===== config.mk =====
export PLATFORM = sky130hd
export DESIGN_NAME = wide_add_seq
export DESIGN_NICKNAME = d
export VERILOG_FILES = /design/src/rtl/wide_add_seq.sv
export SDC_FILE = /design/constraint.sdc
export NUM_CORES = 1
export LEC_CHECK = 0
export ABC_CLOCK_PERIOD_IN_PS = 5600
export CORE_MARGIN = 3
export CORE_UTILIZATION = 45
export CTS_BUF_LIST = sky130_fd_sc_hd__clkbuf_16
export CTS_CLUSTER_SIZE = 14
export DETAILED_ROUTE_END_ITERATION = 8
export PLACE_DENSITY_LB_ADDON = 0.12
export SETUP_SLACK_MARGIN = 0.05
export SLEW_MARGIN = 5
export SYNTH_ARGS = -nofsm -noshare
export SYNTH_HDL_FRONTEND = slang
export SYNTH_SLANG_ARGS = --single-unit

===== constraint.sdc =====
create_clock -name clk -period 5.6 [get_ports clk]
set_clock_uncertainty 0.05 [all_clocks]
set_input_delay 1.4 -clock clk [delete_from_list [all_inputs] [get_ports clk]]
set_output_delay 1.4 -clock clk [all_outputs]
set_load 0.05 [all_outputs]

===== src/rtl/wide_add_seq.sv =====
// Word-serial W-bit add/sub sequencer; one 33-bit slice, carry chained LSW first.
// Optional CARRY_IN_EN adds a cin port for ADC/SBB semantics.
module wide_add_seq #(
  parameter int WORDS = 4,
  parameter int IDX_W = 2,
  localparam int W = 32 * WORDS
) (
  input  logic         clk,
  input  logic         rst_n,
  input  logic         in_valid,
  output logic         in_ready,
  input  logic         op,
`ifdef CARRY_IN_EN
  input  logic         cin,
`endif
  input  logic [W-1:0] a,
  input  logic [W-1:0] b,
  output logic         out_valid,
  input  logic         out_ready,
  output logic [W-1:0] c,
  output logic         OF,
  output logic         CF,
  output logic         SF,
  output logic         ZF,
  output logic         busy
);

  typedef enum logic [1:0] {
    IDLE = 2'd0,
    RUN  = 2'd1,
    DONE = 2'd2
  } state_t;

  state_t           state_q;
  logic [W-1:0]     a_q;
  logic [W-1:0]     b_q;
  logic [W-1:0]     c_q;
  logic [IDX_W-1:0] idx_q;
  logic             op_q;
  logic             carry_q;
  logic             zacc_q;
  logic             in_ready_q;
  logic             out_valid_q;
  logic             busy_q;
  logic             of_q;
  logic             cf_q;
  logic             sf_q;
  logic             zf_q;

  logic [31:0]      a_w;
  logic [31:0]      b_w;
  logic [32:0]      sum33_d;
  logic             last_d;
  logic             init_carry_d;

  // Current word slice through the single 33-bit adder.
  always_comb begin
    a_w     = a_q[idx_q*32 +: 32];
    b_w     = b_q[idx_q*32 +: 32];
    sum33_d = {1'b0, a_w} + {1'b0, b_w}
            + {32'd0, carry_q};
    last_d  = (idx_q == IDX_W'(WORDS - 1));
`ifdef CARRY_IN_EN
    init_carry_d = op ^ cin;
`else
    init_carry_d = op;
`endif
  end

  // Sequencer FSM with registered handshake outputs, result and flags.
  always_ff @(posedge clk) begin
    if (!rst_n) begin
      state_q     <= IDLE;
      a_q         <= '0;
      b_q         <= '0;
      c_q         <= '0;
      idx_q       <= '0;
      op_q        <= 1'b0;
      carry_q     <= 1'b0;
      zacc_q      <= 1'b0;
      in_ready_q  <= 1'b1;
      out_valid_q <= 1'b0;
      busy_q      <= 1'b0;
      of_q        <= 1'b0;
      cf_q        <= 1'b0;
      sf_q        <= 1'b0;
      zf_q        <= 1'b0;
    end else begin
      unique case (state_q)
        IDLE: begin
          if (in_valid && in_ready_q) begin
            a_q        <= a;
            b_q        <= op ? ~b : b;
            op_q       <= op;
            carry_q    <= init_carry_d;
            idx_q      <= '0;
            c_q        <= '0;
            zacc_q     <= 1'b1;
            in_ready_q <= 1'b0;
            busy_q     <= 1'b1;
            state_q    <= RUN;
          end
        end
        RUN: begin
          c_q[idx_q*32 +: 32] <= sum33_d[31:0];
          carry_q <= sum33_d[32];
          zacc_q  <= zacc_q & (sum33_d[31:0] == 32'd0);
          if (last_d) begin
            of_q <= (a_w[31] == b_w[31])
                 && (sum33_d[31] != a_w[31]);
            sf_q <= sum33_d[31];
            cf_q <= op_q ? ~sum33_d[32] : sum33_d[32];
            zf_q <= zacc_q & (sum33_d[31:0] == 32'd0);
            out_valid_q <= 1'b1;
            state_q     <= DONE;
          end else begin
            idx_q <= idx_q + IDX_W'(1);
          end
        end
        DONE: begin
          if (out_ready) begin
            out_valid_q <= 1'b0;
            in_ready_q  <= 1'b1;
            busy_q      <= 1'b0;
            state_q     <= IDLE;
          end
        end
        default: begin
          state_q     <= IDLE;
          in_ready_q  <= 1'b1;
          out_valid_q <= 1'b0;
          busy_q      <= 1'b0;
        end
      endcase
    end
  end

  assign in_ready  = in_ready_q;
  assign out_valid = out_valid_q;
  assign busy      = busy_q;
  assign c         = c_q;
  assign OF        = of_q;
  assign CF        = cf_q;
  assign SF        = sf_q;
  assign ZF        = zf_q;

endmodule


After elaboration in Yosys (flattened, before gate mapping):

Cells that the tools add are included.

* add/sub/neg operators: 4
* equal/unequal tests: 9
* shift-type cells: 4
* multiplexer cells: 23
* bitwise logic cells: 5
* reductions and logical operators: 12

Operators by type and width (number)
* 2-to-1 mux 128 bit: 2
* case mux 128 bit (2 select lines): 1
* indexed part select 128 x 8 -> 32 bit: 2
* bitwise mux 128 bit: 1
* inverter 128 bit: 1
* variable shift 32 x 34 -> 128 bit, first input constant: 1
* indexed part select 32 x 34 -> 128 bit: 1
* negation 7 -> 34 bit: 1
* adder 32 x 32 -> 33 bit: 1
* adder 33 x 1 -> 33 bit: 1
* zero test 32 bit: 1
* AND reduction 3 bit: 4
* 2-to-1 mux 2 bit: 5
* case mux 1 bit (3 select lines): 3
* != test 2 bit, second input constant: 4
* 2-to-1 mux 1 bit: 7
* case mux 2 bit (3 select lines): 1
* AND reduction 2 bit: 3
* == test 2 bit, second input constant: 2
* case mux 1 bit (2 select lines): 2
* case mux 2 bit (2 select lines): 1
* inverter 1 bit: 3
* adder 2 x 1 -> 2 bit, second input constant: 1
* == test 2 x 1 -> 1 bit, second input constant: 1
* 6 further kinds: 7

* bits in registers: 398
* bits of input ports: 261
* output and inout bits: 135

Longest topological paths before layout:

Gate-level depths: netlist (run 1).

* word-level depth: 6
* gate-level depth with buffers: 15
* depth with buffers taken out: 13

Worst setup path after synthesis (run 1):

No wires, ideal clock.

* path type: flip-flop to flip-flop
* start point: reg idx_q[0]
* end point: reg zf_q (netlist: ZF)
* library setup time: 0.070 ns
* data arrival time: 4.709 ns
* data required time: 5.480 ns
* slack: 0.771 ns
* cell stages (with the launch flop): 16
* buffers on the path: 4
* period minus slack after synthesis: 4.829 ns
* cell sequence: dfxtp_1 > clkbuf_1 > buf_1 > buf_1 > mux4_2 > ha_1 > buf_4 > nand4_4 > or3_1 > a2111o_1 > and3_4 > xnor2_1 > or4_1 > nor4b_2 > nand4b_1 > o21ai_1

* longest elaborated chain between the ends: 5
* elaborated cells on any way between the ends: 8

Ends and longest elaborated chain
* from (decl): line 38 `logic [IDX_W-1:0] idx_q;`
* from (signal assigned): line 117 `idx_q <= idx_q + IDX_W'(1);`
* indexed part select 128 x 8 -> 32 bit, on equally long branches: line 58, 59
* adder 32 x 32 -> 33 bit: line 60 `sum33_d = {1'b0, a_w} + {1'b0, b_w}`
* adder 33 x 1 -> 33 bit: line 61 `+ {32'd0, carry_q};`
* zero test 32 bit: line 113 `zf_q <= zacc_q & (sum33_d[31:0] == 32'd0);`
* bitwise AND 1 bit: line 113
* to (signal assigned): line 113
* to (decl): line 48 `logic zf_q;`

Parallel ways exist; a longest one is shown, timed or not.
A chain may end at the register's enable or synchronous reset.

Worst setup path after layout (run 1):

Ends and elaborated chain as after synthesis.

==> results of run 1 <==
## worst max-delay path, cell delays in order, from the launching register on
cell	delay, ns
dfxtp_4	0.58
buf_4	0.50
mux4_2	0.57
ha_1	0.55
nand2_2	0.17
or3_1	0.39
a2111o_1	0.42
and3_4	0.22
xnor2_1	0.20
or4_1	0.58
nor4b_2	0.28
nand4b_1	0.15
o21ai_1	0.13
## routing by layer
layer  part of all wire (%)  vias to the layer above
met2                     46                      616
met4                    2.6                        4
met1                     44                     7719
met5                  0.028                        -
li1                       -                     7854
met3                    7.0                       93
## power groups by stage
stage	sequential, mW	combinational, mW	clock [mW]
6_report	3.11	1.44	2.63
5_1_grt	3.12	1.57	2.78
4_1_cts	3.10	1.44	2.68
3_5_place_dp	3.17	1.43	0
3_3_place_gp	3.16	1.41	0
2_1_floorplan	3.16	0.898	0
## flip-flops by register name (all words and copies together), names as in the netlist
| name | count |
|---|---|
| c | 128 |
| idx_q | 2 |
| in_ready | 1 |
| op_q | 1 |
| zacc_q | 1 |
| out_valid | 1 |
| ZF | 1 |
| a_q | 128 |
| OF | 1 |
| CF | 1 |
| carry_q | 1 |
| busy | 1 |
| SF | 1 |
| state_q | 2 |
| b_q | 128 |
## cells by family (layout without fill, tap and decap cells)
| group | count (synthesis) | count (layout) | share of synthesized area (%) |
|---|---|---|---|
| buffers and inverters | 190 | 510 | 4.094 |
| AO/OA/AOI/OAI | 524 | 524 | 19.84 |
| XOR/XNOR | 148 | 148 | 7.010 |
| other | 0 | 3 | 0 |
| adder cells (fa/ha/maj) | 37 | 37 | 2.585 |
| multiplexers | 65 | 65 | 7.849 |
| AND/OR/NAND/NOR | 688 | 688 | 15.53 |
| flip-flops | 398 | 398 | 43.09 |
## area by class of cell
| type | instances | share of cell area [%] |
|---|---|---|
| Inverter | 16 | 0.2816 |
| Sequential cell | 398 | 33.24 |
| Clock buffer | 44 | 4.589 |
| Clock inverter | 29 | 0.8083 |
| Tap cell | 525 | 2.738 |
| Multi-Input combinational cell | 1462 | 40.88 |
| Antenna cell | 3 | 0.03129 |
| Timing Repair Buffer | 421 | 17.43 |
## cell usage in the layout (no fill, tap or decap), types with 6 or more instances in the layout
master             n
buf_4             23
xor2_1            10
clkdlybuf4s50_1  393
a21oi_2            8
a211oi_1         137
and2_1             9
o21ai_0           24
nor2_1           289
a22oi_1          129
nand2_1          303
xnor2_1          138
dfxtp_1          396
ha_1              35
mux4_2            64
a21boi_0          40
inv_1             30
or3_1              8
nor2b_1            6
a21o_1             7
nand3_1           13
a21oi_1          116
clkbuf_16         44
and4_1             6
nor3_1            14
## how the worst max path moves through the flow
stage / cells after the start / slack, ns / startpoint / to
detailed placement: 12 / 0.69 / idx_q[0] / ZF
CTS: 12 / 0.66 / idx_q[0] / ZF
global placement: 12 / 0.75 / idx_q[0] / ZF
global route: 12 / 0.38 / idx_q[0] / ZF
finish: 12 / 0.74 / idx_q[0] / ZF
floorplan: 15 / 0.77 / idx_q[0] / ZF
## stage by stage
step	instance area [µm²]	hold WS [ns]	util [%]	std cells	setup WS, ns
4_1_cts	23990	0.4019	59.68	2895	0.6605
3_3_place_gp	22690	0.3901	56.46	2822	0.7514
5_1_grt	23990	0.4198	59.70	2898	0.3847
2_1_floorplan	18490	0.3832	-	2050	0.7711
6_report	23990	0.4026	59.70	2898	0.7381
3_5_place_dp	22690	0.3938	56.46	2822	0.6882
==> reports/qor.txt, run 1 <==
# H-tree levels - 2
Worst-Skew Late Latency - 0.56 ns
Global Route met3 Usage - 4.609%
Register Area - 7975 µm²
global route total overflow - 0
routed vias/inst - 5.620
Sequential Power Share - 43.3%
CP arrival - 5.30 ns
Rel. slew slack - 27.32%
Hold Path Cell Cnt - 2
Core Region - 40,190 µm²
clk slew on worst S/H paths - 0.06 ns
Synth cell types - 81
Max Root-Sink Buffers - 3
reg-to-reg startpoint - idx_q[0]
reg2reg setup slack - 0.74 ns
M2 GR Usage - 40.52%
number of global-route vias before repair - 15.57k
first-pass GRT wire length - 88,160 µm
hold endpoint - a_q[21]
run status - complete, no violations
Max FO, Critical Path - 24
Slew @ Worst Pin - 1.090 ns
Clock power frac - 36.6%
overall power - 7.177 mW
die height - 208.7 µm
routed len/inst - 19.72 µm
sequential share of the synthesized area - 43.09%
Max Cap Viol - 0
startpoint types - flip-flop
P_leak - 8.479 nW
Avg Cell Area, Syn - 9.020 µm²
CTS sink cnt - 398
Hold Crit Class - flip-flop to flip-flop
FMAX - 205.7 MHz
GR peak layer - met2
Synthesis Warnings - 0
HPWL after detailed placement - 42,350 µm
Top Ports - 396
top_reg_cell synth - dfxtp_1
worst hold start - a_q[21]
Multi-input gate area - 9808 µm²
I/O Buffers - 395
synth cell count leaders - dfxtp_1 (398), nand2_1 (304), nor2_1 (289)
flops & latches, synth - 398
Worst setup EP type - flip-flop
Worst VDD drop - 0.2178 mV
TritonCTS clock tree - done
# resized after CTS - 0
initial antenna violation count - 5
layout cells sized above 1 - 7.637%
Post-CTS Setup Bufs - 0
Yosys top cell by area - dfxtp_1
Logic pwr share - 20.1%
Final Critical Period - 4.862 ns
RR Endpoint - ZF
fillcell total - 3,559
Slew Limit Fails - 0
Synthesized Nets - 2,348
RD Place Congestion - 0.9154
std cell rows - 73
number of synthesized flops with an enable pin - 0
clk root buf - clkbuf_16
met1 Track Usage GR - 34.67%
Final Hold Viols - 0
post-synth top area share - 43.09%
Netlist Area Pre-Place - 18,490 µm²
Worst R2R Path Depth - 12
Detailed Routing Iterations Pass 1 - 7
setup TNS - 0 ns
Initial Utilization - 46.01%
Post-DRT Antenna Nets - 0
CTS Buf Count - 43
Req. time, crit path - 6.04 ns
cell internal pwr - 5.115 mW
most common cell in the netlist - dfxtp_1
Die ar. - 43,560 µm²
detailed-route via count - 16.29k
synthesis-to-layout area growth - 29.76%
# DRC - 0
largest net degree at the start of global routing - 166
Net Sw Frac - 28.74%
final wirelength - 57,150 µm
Total Nets Final - 2,640
gr usage total - 25.12%
WS Path Type - flip-flop to flip-flop
Final period util - 86.82%
# hold bufs at CTS - 0
endpoints failing setup - 0
PwrDens - 299.1 nW/µm²
initial detailed-routing violation count - 1,427
Synth area leaders - dfxtp_1 (43%), mux4_2 (7.8%), xnor2_1 (6.5%)
ys async rst share - 0%
RSZ-0062 raised after global routing - no
Switch Pwr - 2.063 mW
Die W - 208.7 µm
Gate Count Post-Synth - 2,050
(Power assumes the default switching activity.)
==> run 2: changes to the inputs <==
--- a/config.mk
+++ b/config.mk
@@ -5,12 +5,13 @@
 export SDC_FILE = /design/constraint.sdc
 export NUM_CORES = 1
 export LEC_CHECK = 0
-export ABC_CLOCK_PERIOD_IN_PS = 5600
+export ABC_CLOCK_PERIOD_IN_PS = 5900
 export CORE_MARGIN = 3
 export CORE_UTILIZATION = 45
 export CTS_BUF_LIST = sky130_fd_sc_hd__clkbuf_16
 export CTS_CLUSTER_SIZE = 14
 export DETAILED_ROUTE_END_ITERATION = 8
+export GPL_TIMING_DRIVEN = 0
 export PLACE_DENSITY_LB_ADDON = 0.12
 export SETUP_SLACK_MARGIN = 0.05
 export SLEW_MARGIN = 5
==> constraint.sdc (replaced) <==
create_clock -name clk -period 5.9 [get_ports clk]
set_clock_uncertainty 0.05 [all_clocks]
set_input_delay 1.475 -clock clk [delete_from_list [all_inputs] [get_ports clk]]
set_output_delay 1.475 -clock clk [all_outputs]
set_load 0.05 [all_outputs]
==> reports/qor.txt, run 2 (same netlist as run 1, synthesis figures left out) <==
GR peak layer - met2 (unchanged)
largest net degree at the start of global routing - 14 (was 166)
endpoints failing setup - 0 (unchanged)
worst hold start - a_q[113] (was a_q[21])
# hold bufs at CTS - 0 (unchanged)
P_leak - 8.592 nW (was 8.479 nW)
CTS Buf Count - 43 (unchanged)
Total Nets Final - 2,787 (was 2,640)
Max FO, Critical Path - 10 (was 24)
gr usage total - 29.11% (was 25.12%)
Max Cap Viol - 0 (unchanged)
detailed-route via count - 17.27k (was 16.29k)
synthesis-to-layout area growth - 32.48% (was 29.76%)
Slew Limit Fails - 0 (unchanged)
Req. time, crit path - 6.33 ns (was 6.04 ns)
# DRC - 0 (unchanged)
layout cells sized above 1 - 6.590% (was 7.637%)
commonest non-fill, non-tap cell in the layout - dfxtp_1 (unchanged)
HPWL after detailed placement - 52,670 µm (was 42,350 µm)
clk root buf - clkbuf_16 (unchanged)
Hold Path Cell Cnt - 2 (unchanged)
M2 GR Usage - 51.31% (was 40.52%)
met1 Track Usage GR - 35.79% (was 34.67%)
routed len/inst - 21.63 µm (was 19.72 µm)
die height - 208.7 µm (unchanged)
Worst setup EP type - flip-flop (unchanged)
Post-DRT Antenna Nets - 0 (unchanged)
Final Hold Viols - 0 (unchanged)
Core Region - 40,190 µm² (unchanged)
Worst VDD drop - 0.1997 mV (was 0.2178 mV)
Worst-Skew Late Latency - 0.56 ns (about the same)
RD Place Congestion - 0.9229 (was 0.9154)
Worst R2R Path Depth - 15 (was 12)
Hold Crit Class - flip-flop to flip-flop (unchanged)
first-pass GRT wire length - 99,990 µm (was 88,160 µm)
Post-CTS Setup Bufs - 0 (unchanged)
Rel. slew slack - 12.01% (was 27.32%)
global route total overflow - 0 (unchanged)
initial detailed-routing violation count - 1,146 (was 1,427)
std cell rows - 73 (unchanged)
CTS sink cnt - 398 (unchanged)
hold endpoint - a_q[113] (was a_q[21])
fillcell total - 3,532 (was 3,559)
reg2reg setup slack - 0.34 ns (was 0.74 ns)
TritonCTS clock tree - done (unchanged)
overall power - 7.065 mW (was 7.177 mW)
CP arrival - 5.99 ns (was 5.30 ns)
Final Critical Period - 5.555 ns (was 4.862 ns)
final wirelength - 65,870 µm (was 57,150 µm)
Initial Utilization - 46.01% (unchanged)
Die ar. - 43,560 µm² (unchanged)
Final period util - 94.16% (was 86.82%)
Global Route met3 Usage - 4.774% (was 4.609%)
WS Path Type - flip-flop to flip-flop (unchanged)
RSZ-0062 raised after global routing - no (unchanged)
I/O Buffers - 394 (was 395)
RR Endpoint - ZF (unchanged)
Slew @ Worst Pin - 1.308 ns (was 1.090 ns)
run status - complete, no violations (unchanged)
startpoint types - flip-flop (unchanged)
reg-to-reg startpoint - idx_q[0] (unchanged)
Max Root-Sink Buffers - 3 (unchanged)
worst hold slack - 0.4024 ns (was 0.4026 ns)
PwrDens - 288.4 nW/µm² (was 299.1 nW/µm²)
initial antenna violation count - 1 (was 5)
routed vias/inst - 5.671 (was 5.620)
Top Ports - 396 (unchanged)
most frequent cells in the layout - dfxtp_1 (398), clkdlybuf4s50_1 (394), nand2_1 (304) (was dfxtp_1 (396), clkdlybuf4s50_1 (393), nand2_1 (303))
number of global-route vias before repair - 17.60k (was 15.57k)
FMAX - 180.0 MHz (was 205.7 MHz)
Die W - 208.7 µm (unchanged)
clk slew on worst S/H paths - 0.06 ns (about the same)
# H-tree levels - 2 (unchanged)
Detailed Routing Iterations Pass 1 - 5 (was 7)
[run 2: cell types whose count changed in the layout (fill, tap and decap cells not counted), sizes merged, moves of 3 or more]
cell	change
clkinv	+5
clkinvlp	+3
buf	-8
clkbuf	+150
inv	-8
clkdlybuf4s15	+3
[run 2: timing repair]
item / in CTS / in global routing
gates resized for setup: 11 / 4
cloned: 0 / 0
pin swaps: 0 / 0
setup endpoints to repair: 7 / 7
[run 2: worst max-delay path by stage]
stage	startpoint	end	cells after the start	slack (ns)
after floorplan	idx_q[0]	ZF	15	1.07
final	idx_q[0]	ZF	15	0.34
after global placement	idx_q[0]	ZF	15	-0.22
after CTS	idx_q[0]	ZF	15	0.16
after detailed placement	idx_q[0]	ZF	15	-0.29
after global routing	idx_q[0]	ZF	15	0.09
[run 2: routing by layer]
layer  part of all wire, %  up-vias
li1                      -     8128
met3                   6.5      126
met5                 0.011        -
met2                    50      708
met1                    40     8304
met4                   3.8        2
[run 2: power by group]
group          leakage (nW)  internal [mW]  total [mW]  switching, mW
clock network         0.689           1.53        2.64           1.11
logic                  4.65          0.595        1.49          0.891
registers              3.25           2.85        2.94         0.0903
[run 2: metrics by stage]
stage	instances	TNS (ns)	cell area (µm²)	utilization, %	setup WS, ns
floorplan	2050	0	18490	-	1.071
detailed placement	2969	-0.5331	23090	57.46	-0.2864
global placement	2969	-0.3779	23090	57.46	-0.2172
CTS	3044	0	24490	60.94	0.1634
finish	3045	0	24500	60.95	0.3448
global route	3044	0	24490	60.95	0.09240
[run 2: final cells by class]
type | instances | area, µm² | area share [%]
clock inverters | 31 | 261.5 | 1.068
clock buffers | 44 | 1101 | 4.495
plain buffers | 174 | 730.7 | 2.983
well taps | 525 | 656.9 | 2.682
diodes | 1 | 2.502 | 0.01022
inverters | 16 | 60.06 | 0.2452
multi-input cells | 1462 | 9772 | 39.89
flip-flops and latches | 398 | 7968 | 32.53
repair buffers | 394 | 3944 | 16.10
[run 2: worst max-delay path, stage by stage (launching register included)]
cell and delay [ns]:
dfxtp_1 0.36, clkbuf_1 0.33, clkbuf_4 0.40, clkdlybuf4s15_2 0.51, mux4_2 0.60, ha_1 0.30
buf_2 0.21, and4_1 0.29, nand3_1 0.14, a2111o_1 0.48, and3_4 0.22, xnor2_1 0.28
or4_1 0.62, nor4b_2 0.34, nand4b_1 0.21, o21ai_1 0.15
==> RTL change 1, RTL diff (flow settings as in run 1) <==
Build with the macro `CARRY_IN_EN` defined.
--- a/src/rtl/wide_add_seq.sv
+++ b/src/rtl/wide_add_seq.sv
@@ -1,5 +1,7 @@
 // Word-serial W-bit add/sub sequencer; one 33-bit slice, carry chained LSW first.
 // Optional CARRY_IN_EN adds a cin port for ADC/SBB semantics.
+`define CARRY_IN_EN
+
 module wide_add_seq #(
   parameter int WORDS = 4,
   parameter int IDX_W = 2,
Interface: changed (added cin); port bits go from 396 to 397. The function was not compared with the original's and may differ.
==> RTL change 1 against run 1 <==
  * Core utilization grew 0.42 points
  * First-iteration DRC count fell by 18%
  * Design area down 1.8%
  * Sequential cell count did not move
  * Wire length decreased by 2.5%
  * Clock power decreased by 6%
  * Worst setup slack better by 0.069 ns
  * Synthesized area decreased by 2.2%
  * Total power decreased by 2.8%
  * Critical path depth stayed put
  * Sequential share of layout area rose by 0.61 points
  * Largest cell class unchanged
  * Highest routed layer is now met4
==> RTL change 1: results (changes against run 1) <==
.. list-table::
   :header-rows: 1

   * - Metric
     - Value
   * - Result of the run
     - complete, no violations (unchanged)
   * - Final-stage net count
     - 2,603 (was 2,640)
   * - Critical Path Fanout Max
     - 32 (was 24)
   * - Worst setup timing slack at the placement stage
     - 0.8236 ns (was 0.6882 ns)
   * - CP max-delay cell
     - sky130_fd_sc_hd__or4_2 (was sky130_fd_sc_hd__dfxtp_4)
   * - Largest net degree at the start of global routing
     - 192 (was 166)
   * - TritonCTS Buffers
     - 41 (was 43)
   * - Biggest area contributors in the synthesized netlist
     - sky130_fd_sc_hd__dfxtp_1, sky130_fd_sc_hd__mux4_2, sky130_fd_sc_hd__xnor2_1 (unchanged)
   * - Fraction of final layout cells with drive strength greater than 1
     - 0.07541 (was 0.07637)
   * - Share of power burned in registers
     - 0.446 (was 0.433)
   * - Combined global-route utilization of all metal layers
     - 0.2556 (was 0.2512)
   * - Vias per cell
     - 5.578 (was 5.620)
   * - Count of port buffers added during placement
     - 396 (was 395)
   * - Fillers
     - 3,485 (was 3,559)
   * - Post-route non-filler standard cell count
     - 2,855 (was 2,898)
   * - Post-synthesis average cell area
     - 9.012 um2 (was 9.020 um2)
   * - Number of unique standard cell types used by synthesis
     - 74 (was 81)
   * - Post-Syn Nets
     - 2,306 (was 2,348)
   * - Number of global-route vias before repair
     - 15,390 (was 15,570)
   * - First-pass GRT wire length
     - 86,410 um (was 88,160 um)
   * - Register area share after synthesis
     - 0.4405 (was 0.4309)
   * - Internal Dissipation
     - 4.967 mW (was 5.115 mW)
   * - Post-detailed-route wirelength per cell
     - 19.52 um (was 19.72 um)
   * - Max_slew headroom
     - 0.1561 (was 0.2732)
   * - Commonest cells in the synthesized netlist
     - sky130_fd_sc_hd__dfxtp_1, sky130_fd_sc_hd__nand2_1, sky130_fd_sc_hd__nor2_1, sky130_fd_sc_hd__a21oi_1, sky130_fd_sc_hd__clkbuf_1 (was sky130_fd_sc_hd__dfxtp_1, sky130_fd_sc_hd__nand2_1, sky130_fd_sc_hd__nor2_1, sky130_fd_sc_hd__clkbuf_1, sky130_fd_sc_hd__xnor2_1)
   * - Detail Placement HPWL
     - 40,620 um (was 42,350 um)
   * - Number of antenna violations at the first check in global routing
     - 4 (was 5)
   * - CP peak stage delay
     - 0.72 ns (was 0.58 ns)
   * - Total placed cells including tap cells
     - 2,779 (was 2,822)
   * - GP Congestion
     - 0.8915 (was 0.9154)
   * - Leakage power total
     - 8.308 nW (was 8.479 nW)
   * - Fraction of synthesized area in multiplexers
     - 0.08080 (was 0.07850)
[RTL change 1: layer usage]
layer / part of all wire / global-route usage
met1: 0.46 / 0.3755
met2: 0.44 / 0.3859
met3: 0.072 / 0.04095
met4: 0.028 / 0.07952
met5: 0 / 0
[RTL change 1: worst paths after layout]
check        startpoint        to  slack (ns)  cells past startpoint
max            idx_q[0]        ZF        0.81                     12
min            a_q[105]  a_q[105]        0.40                      2
max reg2reg    idx_q[0]        ZF        0.81                     12
min reg2reg    a_q[105]  a_q[105]        0.40                      2
[RTL change 1: layout make-up]
type	count	area, um2	area share
sequential	398	7975	0.3385
clock inverter	32	170.2	0.007222
inverter	16	67.56	0.002868
multi-input combinational	1425	9457	0.4014
clock buffer	41	1026	0.04355
tap	518	648.1	0.02751
timing repair buffer	422	4210	0.1787
antenna	3	7.507	0.0003186
==> RTL change 2, RTL diff (config.mk and constraints of run 1) <==
Made on the original files. Make the reset (`rst_n`) asynchronous in one clocked block.
--- a/src/rtl/wide_add_seq.sv
+++ b/src/rtl/wide_add_seq.sv
@@ -68,7 +68,7 @@
   end
 
   // Sequencer FSM with registered handshake outputs, result and flags.
-  always_ff @(posedge clk) begin
+  always_ff @(posedge clk or negedge rst_n) begin
     if (!rst_n) begin
       state_q     <= IDLE;
       a_q         <= '0;
Function: not settled (the Yosys comparison gave no result); the edit may change what the design does.
==> RTL change 2 against run 1 <==
  * Worst setup slack better by 0.063 ns
  * Sequential share of layout area up 6.6 points
  * Die area up 4.0%
  * Hold slack better by 0.015 ns
  * Count of clock-buffer cells in the layout up 1
  * Design area up 4.4%
  * Wire length down 0.72%
  * Sequential cell count unchanged
  * Synthesized area up 4.1%
  * Largest cell class is now sequential cells
Power is not compared: it rests on default switching activity, and its combinational part moved more than twofold at a synthesized area within 25%.
==> RTL change 2: results (changes against run 1) <==
.. list-table::
   :header-rows: 1

   * - Metric
     - Value
   * - Post-synthesis average cell area
     - 10.28 um2 (was 9.020 um2)
   * - Critical R2R Capture
     - zacc_q (was ZF)
   * - Flip-flop and latch share of the layout cell area
     - 0.3980 (was 0.3324)
   * - Worst setup slack for register-to-register paths
     - 0.80 ns (was 0.74 ns)
   * - WL met3
     - 3685 um (was 3992 um)
   * - Top cell family by delay on the critical path
     - compound AO/OA/AOI/OAI gates (was simple AND/OR/NAND/NOR gates)
   * - Met3 track demand over resource
     - 0.04716 (was 0.04609)
   * - Number of unique standard cell types used by synthesis
     - 78 (was 81)
   * - Worst setup timing slack at the placement stage
     - 0.8092 ns (was 0.6882 ns)
   * - Arrival time at the worst endpoint
     - 5.23 ns (was 5.30 ns)
   * - Post-Syn Nets
     - 2,170 (was 2,348)
   * - Post-detailed-route wirelength per cell
     - 20.31 um (was 19.72 um)
   * - ANT cells
     - 2 (was 3)
   * - GP Congestion
     - 0.8747 (was 0.9154)
   * - Share of synthesized cell area in full adder, half adder and majority cells
     - 0.02484 (was 0.02585)
   * - Biggest area contributors in the synthesized netlist
     - sky130_fd_sc_hd__dfrtp_1, sky130_fd_sc_hd__nand2_1, sky130_fd_sc_hd__mux4_2 (was sky130_fd_sc_hd__dfxtp_1, sky130_fd_sc_hd__mux4_2, sky130_fd_sc_hd__xnor2_1)
   * - Met1 Track Usage GR
     - 0.3764 (was 0.3467)
   * - Max_slew headroom
     - 0.1887 (was 0.2732)
   * - Fraction of synthesized area in multiplexers
     - 0.07808 (was 0.07850)
   * - TritonCTS Buffers
     - 42 (was 43)
   * - Met1 Wirelength
     - 26,460 um (was 25,250 um)
   * - Result of the run
     - complete, no violations (unchanged)
   * - Commonest cells in the synthesized netlist
     - sky130_fd_sc_hd__nand2_1, sky130_fd_sc_hd__dfrtp_1, sky130_fd_sc_hd__o21ai_0, sky130_fd_sc_hd__xnor2_1 (was sky130_fd_sc_hd__dfxtp_1, sky130_fd_sc_hd__nand2_1, sky130_fd_sc_hd__nor2_1, sky130_fd_sc_hd__clkbuf_1, sky130_fd_sc_hd__xnor2_1)
   * - Sequential cell count
     - 398 (unchanged)
   * - Multi-input combinational cell count
     - 1,341 (was 1,462)
   * - Clock buffer instance count of the final layout
     - 45 (was 44)
   * - Clock-cell share of area
     - 0.05301 (was 0.05397)
   * - Combined global-route utilization of all metal layers
     - 0.2501 (was 0.2512)
   * - Met2 Use GR
     - 0.3738 (was 0.4052)
   * - Fraction of final layout cells with drive strength greater than 1
     - 0.08171 (was 0.07637)
   * - Total wirelength of the detailed-routed design
     - 56,740 um (was 57,150 um)
   * - Startpoint of the most critical hold path
     - a_q[6] (was a_q[21])
   * - Number of antenna violations at the first check in global routing
     - 4 (was 5)
RTL change 2: changes by cell type after synthesis, sizes merged, moves of 8 or more:
cell / run 1 / this run
a22o: 1 / 101
o21ai: 29 / 187
dfrtp: 0 / 397
a21boi: 40 / 2
a211oi: 138 / 11
and2: 11 / 3
nor2: 289 / 33
nand2: 306 / 585
a22oi: 129 / 2
a21oi: 125 / 38
dfxtp: 398 / 0
clkbuf: 149 / 97
RTL change 2: how the worst max path moves through the flow:
| stage | startpoint | end | cells past startpoint |
|---|---|---|---|
| 3_5_place_dp | idx_q[0] | zacc_q | 13 |
| 2_1_floorplan | idx_q[0] | zacc_q | 15 |
| 5_1_grt | idx_q[0] | zacc_q | 13 |
| 6_report | idx_q[0] | zacc_q | 13 |
| 3_3_place_gp | idx_q[0] | zacc_q | 13 |
| 4_1_cts | idx_q[0] | zacc_q | 13 |
